<file path="src/rtl/leaf_pkt_pkg.sv">
// Shared field layout and packet builder for the leaf-to-BFT transmit path.
package leaf_pkt_pkg;

  localparam int unsigned PACKET_BITS        = 49;
  localparam int unsigned PAYLOAD_BITS       = 32;
  localparam int unsigned NUM_LEAF_BITS      = 5;
  localparam int unsigned NUM_PORT_BITS      = 4;
  localparam int unsigned NUM_ADDR_BITS      = 7;
  localparam int unsigned NUM_BRAM_ADDR_BITS = 7;

  localparam int unsigned VALID_BIT = 48;
  localparam int unsigned LEAF_LSB  = 43;
  localparam int unsigned PORT_LSB  = 39;
  localparam int unsigned ADDR_LSB  = 32;

  localparam logic [NUM_PORT_BITS-1:0] CTRL_PORT = '0;

  localparam int unsigned CREDIT_BITS = NUM_BRAM_ADDR_BITS + 1;
  localparam int unsigned MAX_CREDITS = 1 << NUM_BRAM_ADDR_BITS;

  function automatic logic [PACKET_BITS-1:0] pkt_build(
    input logic [NUM_LEAF_BITS-1:0] leaf,
    input logic [NUM_PORT_BITS-1:0] port,
    input logic [NUM_ADDR_BITS-1:0] addr,
    input logic [PAYLOAD_BITS-1:0]  payload
  );
    pkt_build = {1'b1, leaf, port, addr, payload};
  endfunction

endpackage

</file>
<file path="src/rtl/leaf_skid_fifo.sv">
// Two-entry fall-through FIFO: an arriving word is visible on the output the same
// cycle when the FIFO is empty, so a waiting consumer loses no cycle.
module leaf_skid_fifo #(
  parameter int unsigned Width = 32
) (
  input  logic             clk_i,
  input  logic             reset_i,
  input  logic [Width-1:0] in_data_i,
  input  logic             in_valid_i,
  output logic             in_ready_o,
  output logic [Width-1:0] out_data_o,
  output logic             out_valid_o,
  input  logic             out_ready_i
);

  logic [Width-1:0] mem_q [2];
  logic [Width-1:0] mem_d [2];
  logic [1:0]       count_q, count_d;
  logic             wr_ptr_q, wr_ptr_d;
  logic             rd_ptr_q, rd_ptr_d;
  logic             push, pop, bypass, store, drain;

  always_comb begin
    in_ready_o  = (count_q != 2'd2);
    out_valid_o = (count_q != 2'd0) || in_valid_i;
    out_data_o  = (count_q != 2'd0) ? mem_q[rd_ptr_q] : in_data_i;

    push   = in_valid_i && in_ready_o;
    pop    = out_valid_o && out_ready_i;
    bypass = pop && (count_q == 2'd0);
    store  = push && !bypass;
    drain  = pop && (count_q != 2'd0);

    mem_d = mem_q;
    if (store) begin
      mem_d[wr_ptr_q] = in_data_i;
    end
    wr_ptr_d = wr_ptr_q ^ store;
    rd_ptr_d = rd_ptr_q ^ drain;
    count_d  = count_q + 2'(store) - 2'(drain);
  end

  always_ff @(posedge clk_i) begin
    if (reset_i) begin
      count_q  <= 2'd0;
      wr_ptr_q <= 1'b0;
      rd_ptr_q <= 1'b0;
    end else begin
      count_q  <= count_d;
      wr_ptr_q <= wr_ptr_d;
      rd_ptr_q <= rd_ptr_d;
    end
  end

  // Storage carries data only; occupancy is tracked by count_q.
  always_ff @(posedge clk_i) begin
    mem_q <= mem_d;
  end

endmodule

</file>
<file path="src/rtl/leaf_stream_packetizer.sv">
// Wraps user stream words into BFT packets, gated by remote-buffer credits that are
// returned by freespace-update packets from the network.
module leaf_stream_packetizer
  import leaf_pkt_pkg::*;
(
  input  logic                     clk,
  input  logic                     reset,
  input  logic [PAYLOAD_BITS-1:0]  din_leaf_user2interface,
  input  logic                     vld_user2interface,
  output logic                     ack_interface2user,
  input  logic [NUM_LEAF_BITS-1:0] dest_leaf,
  input  logic [NUM_PORT_BITS-1:0] dest_port,
  input  logic [PACKET_BITS-1:0]   din_leaf_bft2interface,
  output logic [PACKET_BITS-1:0]   dout_leaf_interface2bft,
  input  logic                     resend,
  output logic [CREDIT_BITS-1:0]   credits,
  output logic                     credit_err
);

  logic [PAYLOAD_BITS-1:0]  head_data;
  logic                     head_valid;
  logic                     load, consume, credit_pkt;
  logic [7:0]               credit_ret;
  logic [9:0]               credit_sum;

  logic                     out_valid_q, out_valid_d;
  logic [PACKET_BITS-1:0]   pkt_q, pkt_d;
  logic [NUM_ADDR_BITS-1:0] wr_addr_q, wr_addr_d;
  logic [CREDIT_BITS-1:0]   credits_q, credits_d;
  logic                     credit_err_q, credit_err_d;

  leaf_skid_fifo #(
    .Width(PAYLOAD_BITS)
  ) u_fifo (
    .clk_i      (clk),
    .reset_i    (reset),
    .in_data_i  (din_leaf_user2interface),
    .in_valid_i (vld_user2interface),
    .in_ready_o (ack_interface2user),
    .out_data_o (head_data),
    .out_valid_o(head_valid),
    .out_ready_i(load)
  );

  always_comb begin
    consume    = out_valid_q && !resend;
    load       = head_valid && (credits_q != '0) && (!out_valid_q || consume);
    credit_pkt = din_leaf_bft2interface[VALID_BIT] &&
                 (din_leaf_bft2interface[PORT_LSB +: NUM_PORT_BITS] == CTRL_PORT);
    credit_ret = credit_pkt ? din_leaf_bft2interface[7:0] : 8'd0;

    out_valid_d = out_valid_q;
    pkt_d       = pkt_q;
    if (load) begin
      out_valid_d = 1'b1;
      pkt_d       = pkt_build(dest_leaf, dest_port, wr_addr_q, head_data);
    end else if (consume) begin
      out_valid_d = 1'b0;
    end
    wr_addr_d = wr_addr_q + NUM_ADDR_BITS'(load);

    // load only fires with credits_q != 0, so the subtraction cannot underflow.
    credit_sum   = 10'(credits_q) - 10'(load) + 10'(credit_ret);
    credit_err_d = credit_err_q;
    if (credit_sum > 10'(MAX_CREDITS)) begin
      credits_d    = CREDIT_BITS'(MAX_CREDITS);
      credit_err_d = 1'b1;
    end else begin
      credits_d = credit_sum[CREDIT_BITS-1:0];
    end
  end

  always_ff @(posedge clk) begin
    if (reset) begin
      out_valid_q  <= 1'b0;
      pkt_q        <= '0;
      wr_addr_q    <= '0;
      credits_q    <= CREDIT_BITS'(MAX_CREDITS);
      credit_err_q <= 1'b0;
    end else begin
      out_valid_q  <= out_valid_d;
      pkt_q        <= pkt_d;
      wr_addr_q    <= wr_addr_d;
      credits_q    <= credits_d;
      credit_err_q <= credit_err_d;
    end
  end

  assign dout_leaf_interface2bft = (out_valid_q && !resend && !reset) ? pkt_q : '0;
  assign credits                 = credits_q;
  assign credit_err              = credit_err_q;

  // Only the valid bit, port field and credit byte of incoming packets matter here.
  logic unused_din;
  assign unused_din = ^{din_leaf_bft2interface[47:43], din_leaf_bft2interface[38:8]};

endmodule

</file>
<file path="config.mk">
export PLATFORM = sky130hd
export DESIGN_NAME = leaf_stream_packetizer
export DESIGN_NICKNAME = d
export VERILOG_FILES = /design/src/rtl/leaf_pkt_pkg.sv /design/src/rtl/leaf_skid_fifo.sv /design/src/rtl/leaf_stream_packetizer.sv
export SDC_FILE = /design/constraint.sdc
export NUM_CORES = 1
export LEC_CHECK = 0
export ABC_CLOCK_PERIOD_IN_PS = 3900
export CAP_MARGIN = 20
export CORE_AREA = 2 2 122 124
export DETAILED_ROUTE_END_ITERATION = 6
export DIE_AREA = 0 0 124 126
export GPL_TIMING_DRIVEN = 0
export PLACE_DENSITY = 0.78
export SLEW_MARGIN = 10
export SYNTH_ARGS = -nofsm -noshare
export SYNTH_HDL_FRONTEND = slang
export SYNTH_HIERARCHICAL = 1
export SYNTH_SLANG_ARGS = --single-unit
</file>
<file path="constraint.sdc">
create_clock -name clk -period 3.9 [get_ports clk]
set_input_delay 0.39 -clock clk [delete_from_list [all_inputs] [get_ports clk]]
set_output_delay 0.39 -clock clk [all_outputs]
set_load 0.005 [all_outputs]
</file>
# Word level (Yosys, flattened, before mapping)

Cells that the tools add are included.

$add $sub $neg: 5
Muxes and demuxes: 11
Reductions and logical operators: 23
Magnitude comparators: 4
Bitwise gates (word level): 4
Eq/ne operators: 1

Operators with widths:

| kind                                                                   | count |
|---|---|
| 32-bit 2-to-1 mux                                                      | 5 |
| 64-bit bitwise mux                                                     | 1 |
| 49-bit 2-to-1 mux                                                      | 1 |
| 32-bit demux with 1-bit select                                         | 1 |
| 1-bit logical AND                                                      | 11 |
| 9-bit by 9-bit adder with 10-bit output                                | 1 |
| 10-bit by 8-bit > comparator with 1-bit output (second input constant) | 1 |
| 8-bit by 1-bit subtractor with 9-bit output                            | 1 |
| 8-bit 2-to-1 mux                                                       | 1 |
| 8-bit nonzero test                                                     | 1 |
| 7-bit by 1-bit adder with 7-bit output                                 | 1 |
| 2-bit greater-or-equal comparator (second input constant)              | 2 |
| 1-bit logical NOT                                                      | 4 |
| 4-bit logical NOT                                                      | 1 |
| 1-bit NOT with 2-bit output                                            | 2 |
| 2-bit nonzero test                                                     | 2 |
| 2-bit by 1-bit adder with 2-bit output                                 | 1 |
| 2-bit logical NOT                                                      | 1 |
| 1-bit logical OR                                                       | 2 |
| 2-bit by 1-bit < comparator with 1-bit output (second input constant)  | 1 |
| 1-bit 2-to-1 mux                                                       | 2 |
| 2-bit != test (second input constant)                                  | 1 |
| 2-bit OR reduction                                                     | 1 |
| 2-bit by 1-bit subtractor with 2-bit output                            | 1 |
| 1-bit bitwise XOR                                                      | 2 |

Output and inout port bits: 59
Logic and storage cells: 58
Bits in registers: 134

# Logic depth before layout (Yosys ltp)

Gate-level depths: netlist of run 1.

Depth after elaboration: 10
Gate-level depth with buffers: 17
Depth with buffers taken out: 15

# Cells and area by module

The synthesis of run 1 kept the hierarchy.

Modules (own cells, without submodules):

| module                 | cells an instance | times used | area an instance (sq um) | seq. area each (sq um) |
|---|---|---|---|---|
| leaf_stream_packetizer | 403               | 1          | 3364.5                   | 1321.3 |
| leaf_skid_fifo         | 200               | 1          | 2940.3                   | 2001.9 |

# Worst setup path before layout of run 1

No wires, ideal clock.

Path kind: reg-to-reg
Start: reg u_fifo.count_q[0]
End: reg credit_err_q, in the netlist credit_err
Setup time: 0.125 ns
Slack: -0.052 ns
Arrival: 3.827 ns
Path buffers: 2
Period minus slack after synthesis: 3.952 ns
Stages on the path, launching flop included: 18
Path through: dfxtp_1 buf_2 or3_1 o21ai_2 or2b_4 inv_2 clkbuf_1 ha_1 ha_1 or3b_2 nor3_1 xor2_1 ha_1 o21ai_0 inv_1 a211oi_1 nor2_1 o41a_1

Word-level cells in the longest chain between the ends: 7

RTL lines:

| what                                           | line                         | RTL |
|---|---|---|
| from (decl)                                    | leaf_skid_fifo.sv:18         | `logic [1:0] count_q, count_d;` |
| from (signal assigned)                         | leaf_skid_fifo.sv:49         | `count_q <= count_d;` |
| 2-bit nonzero test                             | leaf_skid_fifo.sv:25         | `out_valid_o = (count_q != 2'd0) \|\| in_valid_i;` |
| 1-bit logical OR                               | leaf_skid_fifo.sv:25         |  |
| net head_valid                                 | leaf_stream_packetizer.sv:21 | `logic head_valid;` |
| 1-bit logical AND (2 in a row)                 | leaf_stream_packetizer.sv:47 | `load = head_valid && (credits_q != '0) && (!out_valid_q \|\| consume);` |
| net load                                       | leaf_stream_packetizer.sv:22 | `logic load, consume, credit_pkt;` |
| 8-bit by 1-bit subtractor with 9-bit output    | leaf_stream_packetizer.sv:63 | `credit_sum = 10'(credits_q) - 10'(load) + 10'(credit_ret);` |
| 9-bit by 9-bit adder with 10-bit output        | leaf_stream_packetizer.sv:63 |  |
| 10-bit by 8-bit > comparator with 1-bit output | leaf_stream_packetizer.sv:65 | `if (credit_sum > 10'(MAX_CREDITS)) begin` |
| to (signal assigned)                           | leaf_stream_packetizer.sv:85 | `credit_err_q <= credit_err_d;` |
| to (decl)                                      | leaf_stream_packetizer.sv:30 | `logic credit_err_q, credit_err_d;` |

The timed path passes the listed nets, and every way through them passes these cells.
A chain may end at the register's enable or synchronous reset.

# Worst setup path after layout of run 1

Start: reg credits_q[4], in the netlist credits[4]
End: reg credit_err_q, in the netlist credit_err

Word-level cells in the longest chain between the ends: 6

RTL lines:

| what                                             | line                         | RTL |
|---|---|---|
| from (decl)                                      | leaf_stream_packetizer.sv:29 | `logic [CREDIT_BITS-1:0] credits_q, credits_d;` |
| from (signal assigned)                           | leaf_stream_packetizer.sv:78 | `credits_q <= CREDIT_BITS'(MAX_CREDITS);` |
| from (signal assigned)                           | leaf_stream_packetizer.sv:84 | `credits_q <= credits_d;` |
| 8-bit nonzero test                               | leaf_stream_packetizer.sv:47 |  |
| 1-bit logical AND (2 in a row)                   | leaf_stream_packetizer.sv:47 |  |
| 8-bit by 1-bit subtractor with 9-bit output *    | leaf_stream_packetizer.sv:63 |  |
| 9-bit by 9-bit adder with 10-bit output *        | leaf_stream_packetizer.sv:63 |  |
| 10-bit by 8-bit > comparator with 1-bit output * | leaf_stream_packetizer.sv:65 |  |

Mark *: on every way between the ends. The rest lies on a longest branch, timed or not.

==> results, run 1 <==
- The violation count after the first detailed-routing iteration is 293.
- Power spread over the standard cell area amounts to 679.2 nW/um2.
- For the worst-skew pair, the clock arrives at the later sink with an insertion delay of 0.41 ns.
- The depth of the worst register-to-register path is 13.
- The die is 126 um tall.
- The number of diodes added for antenna fixing is 0.
- The setup TNS after final layout is 0 ns.
- The number of antenna violations at the first check in global routing was 1.
- STA classifies the critical path endpoint as a flip-flop.
- The buffer cell driving the clock tree root is clkbuf_16.
- The width of the chip is 124 um.
- For this run, design rule violations remaining after detail routing come to 0.
- The met2 routed wirelength is 7.684 mm.
- The number of failing setup endpoints in the final timing report is 0.
- The total count of hold-check failures in the final report came to 0.
- The analysis attributes to cell leakage a power of 3.168 nW.
- The area enclosed by the die boundary is 15620 um2.
- For this run, asynchronously set or reset flops after synthesis account for 0.
- The routed layout has 4938 vias.
- The ratio of final minimum period to clock period is 0.9764.
- The amount of wire on met3 after detailed routing is 953 um.
- The synthesized netlist occupies a cell area of 6305 um2.
- Detailed placement finished with a half-perimeter wire length of 10.57 mm.
- The number of buffers inserted during clock tree synthesis is 17.
- The wire length reported by the detailed router is 15.31 mm.
- Data arrives at the worst endpoint at 4.10 ns.
- The total area inside the core boundary comes to 14310 um2.
- Across every metal layer, demand over resource in global routing totals 0.1973.
- Summed over all instances, the cell type with the most area after synthesis is edfxtp_1.
- The number of maximum-capacitance violations is 0.
- The initial core utilization is 0.4405.
- Once detail routing completed, the nets flagged for antenna violations numbered 0.
- The weighted congestion reported at the end of routability-driven placement is 0.8217.
- The category of the most critical setup path is flip-flop to flip-flop.
- The design draws 5.826 mW.
- Entering global routing, the biggest net connects 23 pins.
- VDD sags by at most 391.0 uV.
- The run finished with clean final reports.
- The floorplan has 44 rows.
- The clock tree synthesis step divided the H-tree into 4 levels.
- Ranked by instance count, the synthesized netlist is headed by nand2_1 (84), dfxtp_1 (70), edfxtp_1 (64).
- Synthesis instantiated 50 different standard cells from the library.
- The depth of the worst hold-timing path is 2.
- The synthesized net count is 714.
- The final net count is 862.
- The slew of the pin with the lowest slew margin is 0.7997 ns.
- Dividing the detail-routed via count by the number of cells gives 5.209.
- The final number of max-transition violations is 0.
- The most instantiated flip-flop cell in the synthesis netlist is dfxtp_1.
- Clock-pin slew was measured on the worst setup and hold paths at 0.06 ns.
- The synthesized area divided by synthesized cell count is 10.46 um2.
- The number of global-route vias before repair is 4883.
- The fmax is 262.6 MHz.
- Compared with the post-synthesis result, the final layout area differs by 36.04%.
- The count of TritonRoute iterations in the first routing pass is 5.
- The total global routing overflow is 0.
- For this design the top-level I/O count stands at 153.
- TritonCTS built the clock tree.
- The sequential fraction of the synthesis area is 0.5271.
- The detailed router put a total of 6.515 mm of wire on met1.
- Counting every sink on the clock net gives 134.
- The topmost layer with routed signal wires is met5.
- The count of hold-fix buffers inserted at cts is 0.
- The worst slew margin relative to its limit is 0.4620.
- In this run the worst path has a maximum fanout of 8.
- The clock arrives with 0.007897 ns of skew.
- The worst hold path belongs to the class flip-flop to flip-flop.
- Of the post-synthesis cell area, the dominant cell type holds 0.3048.
- In this run the tool buffered the top-level ports with 116 buffer cells.
- The worst-case clock buffer depth is 2.
- After layout, the minimum clock period comes to 3.808 ns.
- The number of cells produced by synthesis is 603.
- The critical path launch point type is a flip-flop.
- The library cell with the highest instance count after synthesis is nand2_1.
- STA puts the critical path data required time at 4.19 ns.
- The detail-routed net length per standard cell is 16.15 um.
- Of the cells placed in the final design, the portion with a size suffix greater than 1 is 0.1780.
- During synthesis, Yosys emitted a total of 6 warnings.
- Sorting the synthesized cells by area gives the leading types as edfxtp_1 (30%), dfxtp_1 (22%), and2_1 (6.0%), mux2i_1 (5.1%), a21oi_1 (5.0%).
- After synthesis the netlist holds a flip-flop and latch count of 134.
- The fraction of the core area covered by cells at the end of the flow is 0.5992.
- The first global-routing pass estimated 23.85 mm of wire.
- In this run, synthesis inferred 64 flip-flops with an integrated enable.
-- worst paths after layout --
path	startpoint	end	slack (ns)
setup / recovery	credits[4]	credit_err	0.09
setup reg to reg	credits[4]	credit_err	0.09
hold reg to reg	pkt_q[12]	pkt_q[12]	0.45
hold / removal	pkt_q[12]	pkt_q[12]	0.45
-- metrics by stage --
stage	cell area (um2)	worst slack, ns	cells	hold WS [ns]
finish	8577	0.09213	948	0.4529
detailed placement	7757	-0.8499	905	0.4429
floorplan	6306	0.1096	603	0.4317
global route	8577	-0.06021	948	0.4635
CTS	8419	0.007950	941	0.4503
global placement	7697	-0.6896	903	0.4399
-- metal layers --
metal,global-route usage,vias to the layer above
met5,0,-
met4,0.05618,2
met3,0.06069,16
met2,0.3264,149
met1,0.2485,2374
li1,-,2397
-- repair_timing --
action,4_1_cts,5_1_grt
setup buffers,5,8
pin swaps,4,7
setup endpoints to repair,9,11
gates resized for setup,5,25
-- cells by family (layout without fill, tap and decap cells) --
group	after synthesis	after routing	synth area share
simple gates	244	244	0.1971
mux	33	33	0.05318
flops	134	134	0.5271
compound gates	112	112	0.1179
fa+ha+maj	17	17	0.03493
xor+xnor	15	15	0.02302
buf+inv	48	209	0.04683
-- state kept, by name, summed over array words and instances (netlist names) --
signal / cells
u_fifo/mem_q: 64
credit_err: 1
wr_addr_q: 7
u_fifo/rd_ptr_q: 1
pkt_q: 49
out_valid_q: 1
credits: 8
u_fifo/wr_ptr_q: 1
u_fifo/count_q: 2
-- final cells by class --
type | count | area, um2
Multi-Input combinational cell | 421 | 2785
Buffer | 37 | 260.3
Tap cell | 184 | 230.2
Inverter | 10 | 50.05
Fill cell | 1201 | 5737
Clock inverter | 11 | 153.9
Clock buffer | 21 | 460.4
Sequential cell | 134 | 3331
Timing Repair Buffer | 130 | 1306
-- placed cells by master, fill, tap and decap left out, types with 12 or more instances in the layout --
master / count
nand2_2: 20
edfxtp_1: 64
clkdlybuf4s50_1: 116
buf_4: 13
nand2_1: 84
dfxtp_1: 66
and2_1: 60
clkbuf_1: 18
nor2_1: 14
clkbuf_16: 17
nor3_1: 33
ha_1: 12
a21oi_1: 62
mux2i_1: 32
a21oi_2: 22
-- report_power, final --
group          leakage (nW)  switching [mW]  internal, mW
clock network         0.308           0.567          1.09
registers              1.17           0.164          1.86
logic                  1.69            1.17         0.972
total                  3.17            1.90          3.93
-- critical path, cell delays in order, from the launching register on --
cell	delay (ns)
dfxtp_4	0.37
or4_4	0.55
o21ai_2	0.15
or2b_4	0.19
clkinv_8	0.08
ha_2	0.32
inv_1	0.04
ha_1	0.24
fa_2	0.39
a211oi_1	0.28
o21ai_0	0.18
xnor2_1	0.34
a311oi_4	0.22
o41a_1	0.34
Power figures use the tool's default switching activity.
==> run 2, diff against run 1 <==
Settings changed: CORE_AREA 2 2 122 124 to 3 3 123 125, CTS_CLUSTER_DIAMETER set to 40, DIE_AREA 0 0 124 126 to 0 0 126 128.
==> run 2 against run 1 <==
  * Via count shrank 0.12%
  * Non-clock buffer count shrank 4
  * Register-to-register slack is essentially flat
  * Critical path type unchanged
  * Critical endpoint unchanged
  * Largest cell class unchanged
  * Highest routed layer is now met4
==> results, run 2 (same netlist as run 1, synthesis figures left out) <==
- The setup TNS after final layout was 0 ns (unchanged).
- The per-cell via count in the routed design is 5.247 (was 5.209).
- The total count of hold-check failures in the final report was 0 (unchanged).
- The area enclosed by the die boundary was 16130 um2 (was 15620 um2).
- The buffer cell driving the clock tree root is clkbuf_16 (unchanged).
- The total global routing overflow is 0 (unchanged).
- The wire length of the first global-routing pass is 24.72 mm (was 23.85 mm).
- The cell family contributing the most delay on the critical path was compound AO/OA/AOI/OAI gates (unchanged).
- The number of buffers inserted by port buffering is 116 (unchanged).
- The setup clock skew after layout is 0.009336 ns (was 0.007897 ns).
- Series of cell instances along the critical path: buf_6, or3_4, o21ai_4, or2b_4, inv_8, ha_2, ha_2, or3b_4, nor3_2, xor2_1, ha_2, a21oi_1, o211ai_1, o211a_1, a2111oi_4, buf_4, o41a_1 (was or4_4, o21ai_2, or2b_4, clkinv_8, ha_2, inv_1, ha_1, fa_2, a211oi_1, o21ai_0, xnor2_1, a311oi_4, o41a_1).
- The count of non-filler cells in the finished layout is 940 (was 948).
- The combined buffer and inverter count along the critical path is 3 (was 2).
- The top register by number of flip-flops is u_fifo/mem_q (unchanged).
- The overall die height is 128 um (was 126 um).
- The clock slew at the register clock pins of the worst setup and hold paths came to 0.06 ns (about the same).
- The initial core utilization was 0.4507 (was 0.4405).
- The worst hold path class is flip-flop to flip-flop (unchanged).
- The number of levels in the clock H-tree is 4 (unchanged).
- The required arrival time at the worst endpoint was 4.25 ns (was 4.19 ns).
- The fraction of the core area covered by cells at the end of the flow is 0.6095 (was 0.5992).
- The boundary pin count came to 153 (unchanged).
- The power per unit of standard cell area is 679.1 nW/um2 (was 679.2 nW/um2).
- The number of maximum-capacitance violations is 0 (unchanged).
- The critical path launch point type is a flip-flop (unchanged).
- The cell type with the highest occurrence count on the critical path is ha_2.
- The worst stage delay on the critical path is 0.40 ns (was 0.55 ns).
- The minimum clock period after layout is 3.817 ns (was 3.808 ns).
- The core box area came to 13990 um2 (was 14310 um2).
- The CTS tree is done (unchanged).
- The detail-routed net length per standard cell came to 16.42 um (was 16.15 um).
- The worst setup slack after placement is -0.7927 ns (was -0.8499 ns).
- The width of the chip is 126 um (was 124 um).
- The number of diodes added for antenna fixing was 0 (unchanged).
- The kind of capture point of the worst setup path is a flip-flop (unchanged).
- The number of failing setup endpoints in the final timing report came to 0 (unchanged).
- The most common cell after layout, fill and taps aside is clkdlybuf4s50_1 (unchanged).
- Setup repair after global routing could not meet its margin everywhere.
- Status: finished clean (unchanged).
- The number of nets with antenna violations after detailed routing is 0 (unchanged).
- The number of buffers inserted during clock tree synthesis came to 17 (unchanged).
- The number of sinks driven by the clock tree is 134 (unchanged).
- The leakage power is 3.134 nW (was 3.168 nW).
- The number of antenna violations at the first check in global routing was 0 (was 1).
- The clock latency at the later pin of the worst-skew pair came to 0.41 ns (about the same).
- The final number of max-transition violations is 0 (unchanged).
- The fraction of final layout cells with drive strength greater than 1 is 0.1697 (was 0.1780).
- The slack of the critical path is 0.08262 ns (was 0.09213 ns).
- The largest driver fanout on the critical path is 17 (was 8).
- The maximum vdd drop is 370.6 uV (was 391.0 uV).
- The flip-flop count of the largest register, all copies and words added is 64 (unchanged).
- Leading cell types in the layout, fill and taps excluded: clkdlybuf4s50_1 (116), nand2_1 (84), dfxtp_1 (68) (was clkdlybuf4s50_1 (116), nand2_1 (84), dfxtp_1 (66)).
- The layout-stage area growth over the synthesis result was 35.23% (was 36.04%).
- The wire length reported by the detailed router came to 15.43 mm (was 15.31 mm).
- The final net count is 858 (was 862).
- The number of rows created at floorplan is 43 (was 44).
- The critical path data arrival time is 4.16 ns (was 4.10 ns).
- The total track usage is 0.1904 (was 0.1973).
- The routed via count was 4932 (was 4938).
- The number of global-route vias before repair is 5165 (was 4883).
- The largest net degree at the start of global routing is 19 (was 23).
- The fmax came to 262.0 MHz (was 262.6 MHz).
- The detailed-placement wirelength estimate is 10.85 mm (was 10.57 mm).
- The count of TritonRoute iterations in the first routing pass was 5 (unchanged).
- The category of the most critical setup path is flip-flop to flip-flop (unchanged).
- The detailed-route DRC error count is 0 (unchanged).
- The number of placed instances with taps included came to 901 (was 905).
- The ratio of final minimum period to clock period came to 0.9788 (was 0.9764).
- The weighted congestion reported at the end of routability-driven placement came to 0.8474 (was 0.8217).
- The count of hold-fix buffers inserted at cts is 0 (unchanged).
- The worst-case clock buffer depth was 2 (unchanged).
- The critical-path cell with the highest stage delay is or3b_4 (was or4_4).
- The worst slew margin relative to its limit came to 0.4515 (was 0.4620).
- The slew of the pin with the lowest slew margin is 0.8153 ns (was 0.7997 ns).
- The violation count after the first detailed-routing iteration was 322 (was 293).
[run 2: area by class of cell]
type,count,area [um2]
Tap cell,180,225.2
Clock inverter,13,180.2
Buffer,37,260.3
Timing Repair Buffer,126,1276
Multi-Input combinational cell,421,2770
Clock buffer,19,442.9
Inverter,10,45.04
Sequential cell,134,3326
Fill cell,1147,5463
[run 2: metal layers]
metal,track usage,up-vias,part of all wire
li1,-,2400,-
met1,0.2328,2369,0.43
met2,0.3264,149,0.50
met3,0.05042,14,0.059
met4,0.06625,0,0.0092
met5,0,-,0
[run 2: timing repair]
item,in CTS,in global routing
resized for setup,9,13
pin swaps,5,6
setup endpoints to repair,9,11
hold endpoints to repair,0,0
buffers inserted,5,3
[run 2: worst min-delay path, cell delays in order, from the launching register on]
cell,delay [ns]
dfxtp_1,0.30
nand2_1,0.05
a21oi_1,0.05
[run 2: stage by stage]
step / hold slack (ns) / cell area (um2) / power (mW)
after floorplan: 0.4317 / 6306 / 3.415
after global placement: 0.4388 / 7692 / 3.883
after detailed placement: 0.4434 / 7752 / 4.006
after CTS: 0.4513 / 8444 / 5.742
after global routing: 0.4738 / 8526 / 6.094
final: 0.4502 / 8526 / 5.790
[run 2: power breakdown]
group	switching (mW)	internal (mW)
registers	0.161	1.86
logic	1.16	0.941
clock network	0.583	1.08
[run 2: path summary, 6_finish.rpt]
path / start / endpoint / slack, ns / cells after the start
max: u_fifo/count_q[0] / credit_err / 0.08 / 17
max reg2reg: u_fifo/count_q[0] / credit_err / 0.08 / 17
min: pkt_q[26] / pkt_q[26] / 0.45 / 2
min reg2reg: pkt_q[26] / pkt_q[26] / 0.45 / 2
==> run 3, diff against run 2 <==
Settings changed: GPL_ROUTABILITY_DRIVEN set to 1.
==> results of run 3 <==
No change in the layout: final DEF, timing and power equal those of run 2.
